[src/rtl/bpm_pos_scan.sv]
// Frame-triggered scan of the SDI DPRAM that splits the BPM X/Y words into two
// BRAM write streams. Disabled cells are zero-filled so matrix columns stay fixed.
module bpm_pos_scan #(
  parameter int MAX_CELLS = 30,
  parameter int ADDR_W    = 10,
  parameter int OUT_AW    = 9,
  parameter int DW        = 32,
  parameter int RAM_LAT   = 2
) (
  input  logic                 clk,
  input  logic                 reset,
  input  logic                 trig,
  input  logic [4:0]           cell_count,
  input  logic [4:0]           sig_per_cell,
  input  logic [4:0]           bpm_per_cell,
  input  logic [MAX_CELLS-1:0] cell_enable,
  output logic                 ram_rd,
  output logic [ADDR_W-1:0]    ram_addr,
  input  logic [DW-1:0]        ram_dout,
  output logic                 bram_x_wr,
  output logic                 bram_y_wr,
  output logic [OUT_AW-1:0]    bram_x_addr,
  output logic [OUT_AW-1:0]    bram_y_addr,
  output logic [DW-1:0]        bram_x_din,
  output logic [DW-1:0]        bram_y_din,
  output logic [4:0]           cell_cnt,
  output logic                 cell_mark,
  output logic                 busy,
  output logic                 done,
  output logic [15:0]          overrun_cnt,
  output logic [1:0]           dbg_state
);

  typedef enum logic [1:0] {S_IDLE, S_SCAN, S_FLUSH, S_DONE} state_t;

  typedef struct packed {
    logic vld;
    logic bpm;
    logic is_x;
    logic en;
    logic first;
  } tag_t;

  state_t            state_q;
  logic [4:0]        cc_q, spc_q, bpc_q;
  logic [4:0]        w_q, c_q;
  logic [ADDR_W-1:0] addr_q;
  logic              rd_q;
  logic [2:0]        flush_q;
  logic              busy_q, done_q;
  logic [15:0]       ovr_q;
  tag_t              pipe_q [RAM_LAT];
  logic              x_wr_q, y_wr_q, mark_q;
  logic [OUT_AW-1:0] x_addr_q, y_addr_q, x_next_q, y_next_q;
  logic [DW-1:0]     x_din_q, y_din_q;

  logic [4:0]        cc_d, spc_d, bpc_d, bpc_raw;
  logic              degen_d, last_word, last_cell, is_busy;
  logic              x_wr_d, y_wr_d, mark_d;
  logic [DW-1:0]     din_d;
  tag_t              tag_d, tag_out;

  always_comb begin
    cc_d      = (cell_count > 5'(MAX_CELLS)) ? 5'(MAX_CELLS) : cell_count;
    bpc_raw   = (bpm_per_cell > sig_per_cell) ? sig_per_cell : bpm_per_cell;
    spc_d     = {sig_per_cell[4:1], 1'b0};
    bpc_d     = {bpc_raw[4:1], 1'b0};
    degen_d   = (cc_d == 5'd0) || (spc_d == 5'd0);
    last_word = (w_q == spc_q - 5'd1);
    last_cell = (c_q == cc_q - 5'd1);
    is_busy   = (state_q == S_SCAN) || (state_q == S_FLUSH);

    // Tag describes the read presented this cycle; it travels alongside the RAM latency.
    tag_d       = '0;
    tag_d.vld   = rd_q;
    tag_d.bpm   = (w_q < bpc_q);
    tag_d.is_x  = ~w_q[0];
    tag_d.en    = cell_enable[c_q];
    tag_d.first = (w_q == 5'd0);

    tag_out = pipe_q[RAM_LAT-1];
    // A trig this cycle discards whatever is still in flight.
    x_wr_d  = tag_out.vld & tag_out.bpm & tag_out.is_x & ~trig;
    y_wr_d  = tag_out.vld & tag_out.bpm & ~tag_out.is_x & ~trig;
    mark_d  = tag_out.vld & tag_out.bpm & tag_out.first & ~trig;
    din_d   = tag_out.en ? ram_dout : '0;
  end

  always_ff @(posedge clk) begin
    if (reset) begin
      state_q  <= S_IDLE;
      cc_q     <= '0;
      spc_q    <= '0;
      bpc_q    <= '0;
      w_q      <= '0;
      c_q      <= '0;
      addr_q   <= '0;
      rd_q     <= 1'b0;
      flush_q  <= '0;
      busy_q   <= 1'b0;
      done_q   <= 1'b0;
      ovr_q    <= '0;
      x_wr_q   <= 1'b0;
      y_wr_q   <= 1'b0;
      mark_q   <= 1'b0;
      x_addr_q <= '0;
      y_addr_q <= '0;
      x_next_q <= '0;
      y_next_q <= '0;
      x_din_q  <= '0;
      y_din_q  <= '0;
      for (int i = 0; i < RAM_LAT; i++) pipe_q[i] <= '0;
    end else begin
      x_wr_q <= x_wr_d;
      y_wr_q <= y_wr_d;
      mark_q <= mark_d;
      if (x_wr_d) begin
        x_addr_q <= x_next_q;
        x_din_q  <= din_d;
        x_next_q <= x_next_q + OUT_AW'(1);
      end
      if (y_wr_d) begin
        y_addr_q <= y_next_q;
        y_din_q  <= din_d;
        y_next_q <= y_next_q + OUT_AW'(1);
      end
      pipe_q[0] <= tag_d;
      for (int i = 1; i < RAM_LAT; i++) pipe_q[i] <= pipe_q[i-1];
      done_q <= 1'b0;

      if (trig) begin
        if (is_busy && ovr_q != 16'hFFFF) ovr_q <= ovr_q + 16'd1;
        cc_q     <= cc_d;
        spc_q    <= spc_d;
        bpc_q    <= bpc_d;
        w_q      <= '0;
        c_q      <= '0;
        addr_q   <= '0;
        flush_q  <= '0;
        x_next_q <= '0;
        y_next_q <= '0;
        for (int i = 0; i < RAM_LAT; i++) pipe_q[i] <= '0;
        if (degen_d) begin
          state_q <= S_DONE;
          rd_q    <= 1'b0;
          busy_q  <= 1'b0;
          done_q  <= 1'b1;
        end else begin
          state_q <= S_SCAN;
          rd_q    <= 1'b1;
          busy_q  <= 1'b1;
        end
      end else begin
        case (state_q)
          S_SCAN: begin
            if (last_word && last_cell) begin
              state_q <= S_FLUSH;
              rd_q    <= 1'b0;
              flush_q <= '0;
            end else begin
              addr_q <= addr_q + ADDR_W'(1);
              if (last_word) begin
                w_q <= '0;
                c_q <= c_q + 5'd1;
              end else begin
                w_q <= w_q + 5'd1;
              end
            end
          end
          S_FLUSH: begin
            if (flush_q == 3'(RAM_LAT)) begin
              state_q <= S_DONE;
              busy_q  <= 1'b0;
              done_q  <= 1'b1;
            end else begin
              flush_q <= flush_q + 3'd1;
            end
          end
          S_DONE:  state_q <= S_IDLE;
          default: state_q <= S_IDLE;
        endcase
      end
    end
  end

  assign ram_rd      = rd_q;
  assign ram_addr    = addr_q;
  assign bram_x_wr   = x_wr_q;
  assign bram_y_wr   = y_wr_q;
  assign bram_x_addr = x_addr_q;
  assign bram_y_addr = y_addr_q;
  assign bram_x_din  = x_din_q;
  assign bram_y_din  = y_din_q;
  assign cell_cnt    = c_q;
  assign cell_mark   = mark_q;
  assign busy        = busy_q;
  assign done        = done_q;
  assign overrun_cnt = ovr_q;
  assign dbg_state   = state_q;

endmodule

[config.mk]
export PLATFORM = sky130hd
export DESIGN_NAME = bpm_pos_scan
export DESIGN_NICKNAME = d
export VERILOG_FILES = /design/src/rtl/bpm_pos_scan.sv
export SDC_FILE = /design/constraint.sdc
export NUM_CORES = 1
export LEC_CHECK = 0
export ABC_AREA = 1
export CORE_ASPECT_RATIO = 0.9
export CORE_MARGIN = 10
export CORE_UTILIZATION = 44
export CTS_CLUSTER_DIAMETER = 40
export CTS_CLUSTER_SIZE = 40
export DETAILED_ROUTE_END_ITERATION = 16
export GPL_TIMING_DRIVEN = 1
export PLACE_DENSITY_LB_ADDON = 0.25
export SLEW_MARGIN = 20
export SYNTH_ARGS = -nofsm -noshare
export SYNTH_HDL_FRONTEND = slang
export SYNTH_SLANG_ARGS = --single-unit
[constraint.sdc]
create_clock -name clk -period 1.7 [get_ports clk]
set_input_delay 0.51 -clock clk [delete_from_list [all_inputs] [get_ports clk]]
set_output_delay 0.51 -clock clk [all_outputs]
set_load 0.02 [all_outputs]
-- Word level (Yosys, flattened, before mapping)
Memories as Yosys holds them, arrays and structs flattened.
Cells that the tools add are included.
- register bits: 160
- bits in latches: 0
- bits in writable memories: 10
- ROM bits: 0
- bits of input ports: 80
- output and inout port bits: 121
- logic and storage cells: 115
- memories kept: 1
- memories (name ; words ; bits a word ; read ports ; clocked after Yosys merged registers in ; wr ports ; line ; RTL):
    pipe_q ; 2 ; 5 ; 2 ; 0 ; 2 ; 52 ; tag_t pipe_q [RAM_LAT];
- $add $sub $neg: 9
- multiply operators: 0
- divide/modulo/power cells: 0
- order comparisons: 4
- equality and inequality tests: 10
- shifts and indexed selects: 0
- mux-type cells: 35
- bitwise operators: 15
- reductions and logical operators: 20
- operator list (operator ; number):
    5-bit two-way mux ; 7
    32-bit two-way mux ; 1
    9-bit by 1-bit adder with 9-bit output (second input constant) ; 2
    1-bit two-way mux ; 18
    16-bit by 1-bit adder with 16-bit output (second input constant) ; 1
    16-bit inequality test (second input constant) ; 1
    10-bit by 1-bit adder with 10-bit output (second input constant) ; 1
    5-bit by 1-bit adder with 5-bit output (second input constant) ; 2
    5-bit == test ; 2
    5-bit zero test ; 2
    2-bit AND reduction ; 5
    2-bit nonzero test ; 5
    5-bit by 1-bit subtractor with 5-bit output (second input constant) ; 2
    2-bit two-way mux ; 4
    1-bit AND ; 7
    5-bit by 6-bit < comparator with 1-bit output (second input constant) ; 1
    3-bit two-way mux ; 2
    3-bit by 2-bit inequality test with 1-bit output (second input constant) ; 2
    3-bit case mux with 2 select lines ; 1
    3-bit AND reduction ; 2
    1-bit binary-select mux with 5-bit select ; 1
    5-bit > comparator ; 1
    5-bit > comparator (second input constant) ; 1
    5-bit < comparator ; 1
    13 further kinds ; 21

-- Depth between registers and ports, before layout
Gate-level depths: netlist of run 1.
- depth after elaboration: 6
- depth in mapped cells: 16
- gate-level depth less buffers: 16

-- Worst setup path after synthesis of run 1
OpenSTA, ideal clock, no wires.
- path type: in2reg
- start point: input sig_per_cell[4]
- end point: register bpc_q[2]
- arrival: 1716 ps
- setup slack: -152 ps
- stages on the path: 9
- path buffers: 0
- cells stage by stage: inv_1 ha_1 nand2_1 nor2_1 nand2_1 a31oi_1 nand2_1 o211ai_1 o22ai_1
- longest elaborated chain between the ends: 2
- RTL lines (item ; line ; RTL):
    start, declared ; 14 ; input logic [4:0] sig_per_cell,
    5-bit > comparator ; 65 ; bpc_raw = (bpm_per_cell > sig_per_cell) ? sig_per_cell : bpm_per_cell;
    5-bit two-way mux ; 65 ;
    end signal, assigned ; 135 ; bpc_q <= bpc_d;
    end, declared ; 45 ; logic [4:0] cc_q, spc_q, bpc_q;
Every way passes these cells.
A chain may end at the register's enable or synchronous reset.

-- Worst setup path in the final report of run 1
- start point: register cc_q[0]
- end point: register addr_q[6], in the netlist ram_addr[6]
- longest elaborated chain between the ends: 5
- RTL lines (item ; line ; RTL):
    start, declared ; 45 ;
    start signal, assigned ; 92 ; cc_q <= '0;
    start signal, assigned ; 133 ; cc_q <= cc_d;
    5-bit by 1-bit subtractor with 5-bit output ; 70 ; last_cell = (c_q == cc_q - 5'd1);
    5-bit == test ; 70 ;
    1-bit logical AND ; 156 ; if (last_word && last_cell) begin
    1-bit NOT (no line) ; n/a ;
    2-bit AND reduction (no line) ; n/a ;
    end signal, assigned ; 161 ; addr_q <= addr_q + ADDR_W'(1);
    end, declared ; 47 ; logic [ADDR_W-1:0] addr_q;
Every way passes these cells.

==> results.toml, run 1 <==
[worst_hold_path]
hold_start = "pipe_q[0][1]"
hold_path_class = "register to register"
hold_depth = 2
min_to = "pipe_q[0][6]"

[routing]
wl_per_cell_um = 15.3
drt_iter0_drc = 368
wl_um = 22800
ant_nets = 0
drc = 0
dr.pass1.iters = 5
routed_via_density = 5.11
vias = 7643

[global_routing]
grt_util_all_layers_pct = 19.2
grt_pass1_wl_um = 35500
use_met3_pct = 6.27
grt_use_met2_pct = 33.0
use_met1_pct = 22.5
overflow = 0
grt_max_degree = 56
antenna_found_initial = 0
grt_pass1_vias = 7244
busiest_layer = "met2"

[floorplanning]
dieArea_sq_um = 22600
io_pins = 201
core_area_sq_um = 16800
fp.dieW_um = 157
die_h_um = 144
start_util_pct = 44.6
fp-row-count = 45

[synthesis]
synth_warnings = 0
yosys.area_share.simple_pct = 21.2
syn_area_sq_um = 7480
synth_mux_area_share_pct = 0
synthTopCellsByArea = "dfxtp_1, nand2_1, a21oi_1"
synth.top_cell.area_share_pct = 45.5
synth_nets = 1098
synth-async-reset-ratio_pct = 0
synth_edf_count = 0
synth_fa_ha_area_share_pct = 3.51
ys_types = 42
synth_top_area_cell = "dfxtp_1"
synth_top_family_by_area = "simple AND/OR/NAND/NOR gates"
ys_ff_latch = 170
synthCells = 997
avgSynthCellArea_sq_um = 7.51
synth_compound_gate_area_share_pct = 19.3
synth_flop_cell = "dfxtp_1"
synth-seq-area-share_pct = 45.5
synth-xor-area-share_pct = 2.57

[timing]
slew_headroom_pct = 74.9
slew_violations = 0
setup_tns_ps = -3440
setup_slack_ps = -197
hold_viol = 0
fin_skew_ps = 8.22
rsz0062_at_grt = "true"
layout_min_cycle_time_ps = 1900
fin_crit_sh_pct = 112
setup_viol = 21
fmax_mhz = 527
tightest_slew_ps = 367

[power]
p_leak_nw = 4.94
powerDensity_nw_per_um2 = 786
peakVddDrop_mv = 0.730

[setup_path]
slowest_delay_ps = 350
regToRegStartpoint = "cc_q[0]"
worstPathRequired_ps = 2020
crit_chain = "inv_2 -> ha_4 -> inv_2 -> nand2_2 -> nand2_2 -> nor2_2 -> nand3_1 -> nor2_2 -> nand2_2 -> nand2_4 -> buf_12 -> buf_12 -> clkinvlp_4 -> nand2_2 -> a21oi_2"
cp_data_arrival_time_ps = 2220
cp_max_fo = 5
crit_path_start_kind = "register"
crit_path_end_kind = "register"
timing.rr.end = "ram_addr[6]"
crit_top_cell = "nand2_2"
worstRegToRegCells = 15
reg2reg_slack_ps = -200
path_class = "register to register"
worst_path_max_delay_cell = "dfxtp_2"

[status]
status = "complete, but fails checks"
violations = "setup timing"

[final_layout]
fin_nets = 1374
mostFrequentLayoutCells = "nand2_1, dfxtp_1, o21ai_0, a21oi_1, dlygate4sd2_1"
layout_commonest_cell = "nand2_1"
diodes = 0
utilization_pct = 67.7
area_growth_pct = 51.7
fillers = 1394
drive_gt1_share_pct = 20.6

[cts]
clkTransAtPathRegs_ps = 70
cts-buffers-inserted = 17
cts_tree = "built"
cts_buffer_depth = 2
holdBufCountCts = 0
htreeDepth = 4
worstSkewPairLatency_ps = 440
cts_root_buf = "clkbuf_16"
cts_sinks = 170

[run]
max-cap-violations = 0

[place]
hpwlAfterDp_um = 16100
io_buffers = 200
gp_congestion = 0.864
[report_power, final]
group          total [W]  internal [W]  switching, W
Combinational   0.000994      0.000513      0.000480
Clock            0.00387       0.00199       0.00188
Sequential       0.00406       0.00403     0.0000320
Total            0.00892       0.00653       0.00240
[metal layers]
metal  up-vias  wire (um)
li1       3892          -
met1      3517       9730
met2       200      11400
met3        34       1410
met4         0        331
met5         -          0
[metrics by stage]
stage / total power (W) / std cells / setup slack [ps] / hold WS [ps] / area [sq um]
2_1_floorplan: 0.00453 / 997 / 2.42 / 394 / 7500
5_1_grt: 0.00926 / 1497 / -321 / 418 / 11400
6_report: 0.00892 / 1497 / -197 / 409 / 11400
3_3_place_gp: 0.00491 / 1447 / -512 / 397 / 10300
3_5_place_dp: 0.00492 / 1447 / -568 / 400 / 10300
4_1_cts: 0.00891 / 1493 / -157 / 411 / 11200
[area by class of cell]
| class | count | area, sq um | share of cell area [%] |
|---|---|---|---|
| clock buffer | 17 | 425 | 3.75 |
| clock inverter | 15 | 176 | 1.55 |
| inverter | 93 | 360 | 3.17 |
| multi-input combinational | 683 | 3830 | 33.8 |
| sequential | 170 | 3430 | 30.2 |
| tap | 211 | 264 | 2.33 |
| timing repair buffer | 307 | 2860 | 25.2 |
| timing repair inverter | 1 | 7.51 | 0.0661 |
[worst max-delay path, delay by kind of cell, from the launching register on]
kind                     cells  cell delay, ps
adder cells (fa/ha/maj)      1             260
flip-flops                   1             350
AND/OR/NAND/NOR              8             700
AO/OA/AOI/OAI                1              50
buffers and inverters        5             420
[cells in the mapped netlist (all sizes together) (2+ instances only)]
cell and instances:
nand2 188, dfxtp 170, a21oi 116, o21ai 114
nor2 94, inv 93, nand3 43, clkbuf 31
ha 21, nor3 21, buf 20, o22ai 16
xor2 14, a211oi 10, xnor2 8, nand4 7
nor3b 6, o211ai 6, nor4 4, a31oi 3
nand3b 2, o21a 2, or2 2
[logic make-up after synthesis]
| kind of cell | count (synthesis) |
|---|---|
| adders and majority gates | 21 |
| and+or+nand+nor | 368 |
| xor gates and xnor gates | 22 |
| AOI/OAI and AO/OA | 272 |
| buffers and inverters | 144 |
| DFF | 170 |
[worst max-delay path by stage]
stage | startpoint | end | slack, ps
floorplan | overrun_cnt[0] | overrun_cnt[13] | 2
finish | cc_q[0] | ram_addr[6] | -200
global route | cc_q[0] | ram_addr[6] | -320
global placement | sig_per_cell[4] | bpc_q[4] | -510
CTS | cc_q[1] | flush_q[2] | -160
detailed placement | sig_per_cell[4] | bpc_q[3] | -570
[flip-flops by register name (all words and copies together) (netlist names), 2 cells and up]
signal	count
bram_x_din	32
bram_y_din	32
overrun_cnt	16
pipe_q	10
ram_addr	10
bram_x_addr	9
bram_y_addr	9
x_next_q	9
y_next_q	9
cc_q	5
cell_cnt	5
w_q	5
bpc_q	4
spc_q	4
flush_q	3
dbg_state	2
[repair_timing]
action                                  in CTS  in global routing
buffers inserted                            11                  5
cloned                                       4                  1
resized for setup                          207                 86
pin swaps                                   26                 33
endpoints found under the setup margin     152                 84
(Power assumes the default switching activity.)
==> inputs of run 2 (changes only) <==
==> constraint.sdc (replaced) <==
create_clock -name clk -period 1.5 [get_ports clk]
set_input_delay 0.45 -clock clk [delete_from_list [all_inputs] [get_ports clk]]
set_output_delay 0.45 -clock clk [all_outputs]
set_load 0.02 [all_outputs]
==> run 2 against run 1 <==
Against the previous run:
- the flow still finishes with violations (setup timing)
- global-route usage up 0.80 points
- via count rose by 2.1%
- clock skew up 3.1 ps
- critical path type unchanged
- sequential power up 13%
- register-to-register slack got worse by 70 ps
- highest routed layer unchanged
==> results.toml, run 2 (synthesis gave the netlist of run 1 again) <==
[place]
hpwlAfterDp_um = 16700
place_area_sq_um = 10600
placedCellCount = 1471
io_buffers = 200
gp_congestion = 0.869

[final_layout]
area_growth_pct = 50.7
layoutNonFillerInstCount = 1515
mostFrequentLayoutCells = "nand2_1, dfxtp_1, buf_2, buf_4, o21ai_0"
fin_area_sq_um = 11300
fin_nets = 1392
diodes = 0
drive_gt1_share_pct = 34.1
layout_commonest_cell = "nand2_1"

[power]
p_leak_nw = 4.88
powerDensity_nw_per_um2 = 887
peakVddDrop_mv = 0.783

[global_routing]
overflow = 0
grt_max_degree = 65
antenna_found_initial = 0
grt_pass1_wl_um = 37000
grt_util_all_layers_pct = 20.0
grt_pass1_vias = 7416

[routing]
wl_um = 24100
ant_nets = 0
vias = 7805
dr.pass1.iters = 5
drc = 0
drt_iter0_drc = 505
wl_per_cell_um = 15.9
routed_via_density = 5.15

[timing]
slew_headroom_pct = 77.2
fmax_mhz = 567
fin_skew_ps = 11.3
tightest_slew_ps = 339
fin_crit_sh_pct = 118
setup_tns_ps = -6430
layout_min_cycle_time_ps = 1760
setup_slack_ps = -263
rsz0062_at_grt = "true"
setup_viol = 42
hold_viol = 0
slew_violations = 0

[setup_path]
crit_path_end_kind = "register"
worstRegToRegCells = 15
cp_max_fo = 8
crit_path_start_kind = "register"
cp_data_arrival_time_ps = 2080
path_class = "register to register"
worstPathRequired_ps = 1820

[floorplanning]
die_h_um = 144
io_pins = 201
start_util_pct = 44.6
fp.dieW_um = 157
fp-row-count = 45
core_area_sq_um = 16800
dieArea_sq_um = 22600

[worst_hold_path]
hold_path_class = "register to register"
hold_depth = 2

[status]
violations = "setup timing"
status = "complete, but fails checks"

[cts]
worstSkewPairLatency_ps = 430
cts_sinks = 170
holdBufCountCts = 0
cts_buffer_depth = 2
cts_root_buf = "clkbuf_16"
cts_tree = "built"
clkTransAtPathRegs_ps = 70
cts-buffers-inserted = 17
htreeDepth = 4

[run]
max-cap-violations = 0
run 2: changes by cell type in the layout (fill, tap and decap cells not counted), sizes merged, moves of 3 or more:
cell | previous run | this run
buf | 108 | 238
clkdlybuf4s15 | 17 | 11
dlygate4sd2 | 104 | 3
clkinvlp | 4 | 1
inv | 99 | 103
run 2: repair_timing:
action,4_1_cts,5_1_grt
cloned,1,1
gates resized for setup,498,188
setup endpoints to repair,218,129
pin swaps,44,42
setup buffers,8,2
run 2: report_power, final:
part / leakage (nW) / total [W] / internal (W) / switching (W)
Combinational: 3.20 / 0.00111 / 0.000546 / 0.000565
Clock: 0.283 / 0.00429 / 0.00223 / 0.00207
Sequential: 1.39 / 0.00460 / 0.00456 / 0.0000401
Total: 4.88 / 0.0100 / 0.00733 / 0.00267
run 2: layout make-up:
class                      count  area, sq um
clock buffer                  17          425
tap                          211          264
sequential                   170         3460
timing repair buffer         325         2540
fill                        1469         5500
clock inverter                15          150
multi-input combinational    684         4060
inverter                      93          384
run 2: final timing paths:
| check | startpoint | to | slack (ps) |
|---|---|---|---|
| worst max-delay path | spc_q[1] | ram_addr[2] | -260 |
| worst min-delay path | pipe_q[0][2] | pipe_q[0][7] | 410 |
| worst max register to register | spc_q[1] | ram_addr[2] | -260 |
| worst min register to register | pipe_q[0][2] | pipe_q[0][7] | 410 |
run 2: worst max-delay path: stages, from the launching register on:
cell	delay [ps]
dfxtp_2	330
inv_2	50
ha_4	150
inv_1	40
nand2_1	60
nand2_1	80
nand2_1	60
nand2_1	60
inv_1	40
nand2_1	100
nor2_4	70
nand2_4	140
nand2_8	100
buf_6	130
nor3b_2	170
nor2_1	70
run 2: per-stage QoR:
step / utilization (%) / worst slack (ps) / power (W) / hold WS [ps]
2_1_floorplan: - / -78.3 / 0.00516 / 394
3_3_place_gp: 63.2 / -754 / 0.00563 / 402
3_5_place_dp: 63.2 / -797 / 0.00565 / 405
4_1_cts: 67.7 / -270 / 0.00998 / 411
5_1_grt: 67.2 / -390 / 0.0104 / 419
6_report: 67.2 / -263 / 0.0100 / 408
run 2: layer usage:
| layer | track usage, % | vias up | wire (um) |
|---|---|---|---|
| li1 | - | 3927 | - |
| met1 | 24.3 | 3609 | 10300 |
| met2 | 34.0 | 225 | 12100 |
| met3 | 4.54 | 44 | 1120 |
| met4 | 6.44 | 0 | 552 |
| met5 | 0 | - | 0 |
